==> config.mk <==
export PLATFORM = sky130hd
export DESIGN_NAME = mul_seq
export DESIGN_NICKNAME = d
export VERILOG_FILES = /design/src/rtl/mul_pkg.sv /design/src/rtl/mul_seq_cnt.sv /design/src/rtl/mul_seq.sv
export SDC_FILE = /design/constraint.sdc
export NUM_CORES = 1
export LEC_CHECK = 0
export BUFFER_PORTS_ARGS = -buffer_cell sky130_fd_sc_hd__buf_2
export CORE_MARGIN = 8
export CORE_UTILIZATION = 51
export CTS_CLUSTER_SIZE = 40
export DETAILED_ROUTE_END_ITERATION = 10
export PLACE_DENSITY = 0.82
export SLEW_MARGIN = 25
export SYNTH_ARGS = -nofsm -noshare
export SYNTH_HDL_FRONTEND = slang
export SYNTH_SLANG_ARGS = --single-unit
==> constraint.sdc <==
create_clock -name clk -period 2.3 [get_ports clk]
set_input_delay 0.23 -clock clk [delete_from_list [all_inputs] [get_ports clk]]
set_output_delay 0.23 -clock clk [all_outputs]
set_load 0.005 [all_outputs]
==> src/rtl/mul_pkg.sv <==
// Shared types and constants for the sequential sign-magnitude multiplier.
package mul_pkg;

    localparam int unsigned DEF_N = 4;

    typedef enum logic [1:0] {
        IDLE,
        LOAD,
        STEP,
        DONE
    } state_t;

endpackage

==> src/rtl/mul_seq_cnt.sv <==
// Step counter for mul_seq: synchronous clear, enable, terminal count at N-2.
module mul_cnt
    import mul_pkg::*;
#(
    parameter int unsigned N = DEF_N,
    parameter int unsigned W = 2
) (
    input  logic         clk,
    input  logic         rst_n,
    input  logic         clr,
    input  logic         en,
    output logic [W-1:0] k,
    output logic         tc
);

    always_ff @(posedge clk) begin
        if (!rst_n || clr) begin
            k <= '0;
        end else if (en) begin
            k <= k + W'(1);
        end
    end

    assign tc = (k == W'(N - 2));

endmodule

==> src/rtl/mul_seq.sv <==
// Sequential sign-magnitude multiplier driving an external shift register for a.
// Optional overflow detection is built when MUL_SEQ_OVF_EN is defined.
module mul_seq
    import mul_pkg::*;
#(
    parameter int unsigned N = DEF_N
) (
    input  logic         clk,
    input  logic         rst_n,
    input  logic         start,
    input  logic [N-1:0] a,
    input  logic [N-1:0] b,
    input  logic [N-1:0] rb_q,
    output logic [N-1:0] rb_data,
    output logic         rb_load,
    output logic         rb_en,
    output logic [N-1:0] res,
    output logic         done,
    output logic         busy,
    output logic         ovf
);

    localparam int unsigned KW = (N > 2) ? $clog2(N - 1) : 1;

    state_t         state;
    logic [N-1:0]   a_q;
    logic [N-1:0]   b_q;
    logic [N-2:0]   acc_q;
    logic [N-2:0]   acc_nxt;
    logic           sign_nxt;
    logic [KW-1:0]  k;
    logic           tc;
    logic           unused_rb_sign;

    assign unused_rb_sign = rb_q[N-1];
    assign rb_data        = a_q;

    mul_cnt #(
        .N (N),
        .W (KW)
    ) u_cnt (
        .clk   (clk),
        .rst_n (rst_n),
        .clr   ((state == IDLE) || (state == DONE)),
        .en    (state == STEP),
        .k     (k),
        .tc    (tc)
    );

    // rb_q carries a << k with high bits already dropped, so this sum wraps mod 2^(N-1).
    always_comb begin
        acc_nxt  = acc_q;
        if (b_q[k]) begin
            acc_nxt = acc_q + rb_q[N-2:0];
        end
        sign_nxt = (a_q[N-1] ^ b_q[N-1]) & (|acc_nxt);
    end

    always_ff @(posedge clk) begin
        if (!rst_n) begin
            state   <= IDLE;
            a_q     <= '0;
            b_q     <= '0;
            acc_q   <= '0;
            res     <= '0;
            done    <= 1'b0;
            busy    <= 1'b0;
            rb_load <= 1'b0;
            rb_en   <= 1'b0;
        end else begin
            done    <= 1'b0;
            rb_load <= 1'b0;
            unique case (state)
                IDLE: begin
                    if (start) begin
                        a_q     <= a;
                        b_q     <= b;
                        acc_q   <= '0;
                        state   <= LOAD;
                        busy    <= 1'b1;
                        rb_en   <= 1'b1;
                        rb_load <= 1'b1;
                    end
                end
                LOAD: begin
                    state <= STEP;
                end
                STEP: begin
                    acc_q <= acc_nxt;
                    if (tc) begin
                        state <= DONE;
                        busy  <= 1'b0;
                        rb_en <= 1'b0;
                        done  <= 1'b1;
                        res   <= {sign_nxt, acc_nxt};
                    end
                end
                DONE: begin
                    state <= IDLE;
                end
                default: state <= IDLE;
            endcase
        end
    end

`ifdef MUL_SEQ_OVF_EN
    logic [2*N-3:0] shadow_q;
    logic [2*N-3:0] shadow_nxt;
    logic [2*N-3:0] a_ext;

    // Full-width product tracked alongside acc; any bit at or above N-1 is overflow.
    always_comb begin
        a_ext      = (2*N-2)'(a_q[N-2:0]);
        shadow_nxt = shadow_q;
        if (b_q[k]) begin
            shadow_nxt = shadow_q + (a_ext << k);
        end
    end

    always_ff @(posedge clk) begin
        if (!rst_n) begin
            shadow_q <= '0;
            ovf      <= 1'b0;
        end else if ((state == IDLE) && start) begin
            shadow_q <= '0;
            ovf      <= 1'b0;
        end else if (state == STEP) begin
            shadow_q <= shadow_nxt;
            if (tc) begin
                ovf <= |shadow_nxt[2*N-3:N-1];
            end
        end
    end
`else
    assign ovf = 1'b0;
`endif

endmodule
==> results.toml <==
[cts]
post-cts-setup-buffer-count = 0
htreeDepth = 1
cts_tree = "done"
cts.path.max_buffers = 2
clkSlewWorstSetupHoldPaths_ns = 0.12
cts_made_buffers = 3
numClockSinks = 22
clockRootBuffer = "clkbuf_4"
cts_resized = 0
clk_latency_ns = 0.30
cts_hold_buf = 0

[synth]
synthDistinctLibCells = 37
synth_warnings = 0
synth.net_count = 143
ys_async_sr_fraction = 0
ys_ff_latch = 22
synthFlopType = "dfxtp_1"
synth_top_area_cell = "dfxtp_1"
synth.cell_area_mm2 = 0.00107
synth_area_leaders = "dfxtp_1 (41%), nand2_1 (7.7%), a21oi_1 (6.1%)"
yosysTopAreaCellShare = 0.411
postSynthAreaPerCell_um2 = 8.71
synth_cells = 123
synth-edff-count = 0
seq_area_frac_synth = 0.411

[final_layout]
diodes = 0
final_area_mm2 = 0.00121
post-route-util = 0.611
layout.cells.non_filler = 171
num-nets-final = 166
nFillCells = 176
drive_gt1_frac = 0.229
area_growth_pct = 13.1

[sta]
fin_crit_ns = 1.92
max_freq_mhz = 520
period_share = 0.837
drv_slew = 0
rsz0062_at_grt = "false"
finalSetupViolCount = 0
hold_viol = 0
fin_ws_ns = 0.375
tns_ns = 0
skew_ns = 0.00553

[placed_design]
hpwl_mm = 1.79
place_congestion = 0.802
pre_cts_slack_ns = 0.377
port_buffers = 25
placed_cell_area_mm2 = 0.00119
placed_cells = 168

[floorplan]
num_rows = 16
die_area_mm2 = 0.00382
ios = 28
core_mm2 = 0.00198
die_x_um = 61.8
die_height_um = 61.8
start_util = 0.540

[setup_path]
cp-start-kind = "flip-flop"
cp.required_ns = 2.51
r2r_cells = 5
worst_path_max_delay_cell = "fa_1"
cp-end-kind = "flip-flop"
crit_path_max_fanout = 5
cp_num_buf_inv = 0
crit_type = "reg -> reg"
cp.depth = 5
ff2ff_setup_slack_ns = 0.38
reg2reg_to = "res[3]$_SDFFE_PN0P_"
crit_chain = "ha_1, fa_1, xnor3_1, and3_2, o32ai_1"
critPathTopFamily = "adder cells"
arrival_ns = 2.13
r2r_start = "acc_q[0]$_SDFFE_PN0P_"
max_stage_delay_ns = 0.43
critPathCapture = "res[3]$_SDFFE_PN0P_"
startpoint = "acc_q[0]$_SDFFE_PN0P_"

[grt]
antenna_found_initial = 0
grt_max_degree = 16
grt_pass1_wl_mm = 3.88
grt_pass1_vias = 931
grt_remaining_overflow = 0
grt_usage = 0.135

[route]
first_pass_iters = 4
drt_iter0_drc = 17
wl_per_cell_um = 13.4
post_drt_via_cell_ratio = 5.27
route.detailed.drc = 0
ant_nets = 0
vias = 901
drt_wl_total_mm = 2.29

[worst_hold_path]
min_from = "b[0]"
hold_class = "in -> reg"

[pwr]
p_leak_nw = 0.510
power_per_cell_area_mw_per_mm2 = 855
ir_drop_mv = 0.477

[outcome]
status = "finished, final reports clean"

[run]
cap_viol_max_count = 0
[cell type report]
cell class                      instances  area (um2)  share of cell area
Timing Repair Buffer                   25         125               0.103
Clock buffer                            3        22.5              0.0186
Inverter                                5        18.8              0.0155
Sequential cell                        22         440               0.364
Multi-Input combinational cell         89         571               0.471
Tap cell                               27        33.8              0.0279
[Yosys cell counts (2+ instances only)]
library cell / number
nor2_1: 7
dfxtp_1: 22
a21o_1: 2
nor2b_1: 2
nand2_1: 22
ha_1: 4
a21oi_1: 13
mux2i_1: 2
a31oi_1: 3
inv_1: 5
o21ai_0: 5
buf_4: 2
clkbuf_1: 4
xor2_1: 2
and2_1: 2
nand2b_1: 2
nand4_1: 2
nand3_1: 3
[worst register-to-register path: stages (launching register included)]
cell and delay, ns:
dfxtp_1 0.36, ha_1 0.20, fa_1 0.43, xnor3_1 0.35, and3_2 0.21, o32ai_1 0.27
[registers in the layout, indices dropped and copies added (netlist names), 2 cells and up]
register  count
acc_q         3
b_q           4
rb_data       4
state         2
u_cnt.k       2
res           4
[per-layer routing]
metal  routed length (um)  track usage  part of all wire  vias up
met5                    0            0                 0        -
met4                   12       0.0747            0.0052        0
met3                  141       0.0412             0.062        2
met2                 1140        0.222              0.50       20
met1                  991        0.151              0.43      418
li1                     -            -                 -      461
[through the flow]
stage	total power [mW]	hold WS (ns)
2_1_floorplan	0.780	0.347
3_3_place_gp	0.851	0.441
3_5_place_dp	0.874	0.448
4_1_cts	1.05	0.145
5_1_grt	1.12	0.136
6_report	1.04	0.154
[worst min path at each step]
| stage | end | slack (ns) | cells after the start |
|---|---|---|---|
| 3_5_place_dp | rb_data[0]$_SDFFE_PN0P_ | 0.45 | 2 |
| 2_1_floorplan | busy$_SDFFE_PN0P_ | 0.35 | 1 |
| 4_1_cts | rb_data[0]$_SDFFE_PN0P_ | 0.15 | 3 |
| 3_3_place_gp | rb_data[0]$_SDFFE_PN0P_ | 0.44 | 2 |
| 6_report | b_q[0]$_SDFFE_PN0P_ | 0.15 | 3 |
| 5_1_grt | b_q[2]$_SDFFE_PN0P_ | 0.14 | 3 |
[placed cells by master (no fill, tap or decap), types with 3 or more instances in the layout]
cell and n:
a21oi_1 13, a31oi_1 3, buf_2 25, clkbuf_4 3, dfxtp_1 22, ha_1 4
inv_1 5, nand2_1 22, nand3_1 3, nor2_1 7, o21ai_0 5
[where the power goes]
| group | total (mW) | switching [mW] | internal, mW |
|---|---|---|---|
| registers | 0.477 | 0.0371 | 0.440 |
| logic | 0.389 | 0.234 | 0.155 |
| clock network | 0.169 | 0.108 | 0.0610 |
[cell families (layout without fill, tap and decap cells)]
family | Yosys count | count (layout) | synth area share
multiplexers | 4 | 4 | 0.0502
AO/OA/AOI/OAI | 29 | 29 | 0.167
adder cells (fa/ha/maj) | 5 | 5 | 0.0654
XOR/XNOR | 4 | 4 | 0.0456
other | 1 | 1 | 0.00350
flip-flops | 22 | 22 | 0.411
buffers and inverters | 12 | 33 | 0.0561
AND/OR/NAND/NOR | 46 | 46 | 0.201
(Power assumes the default switching activity.)
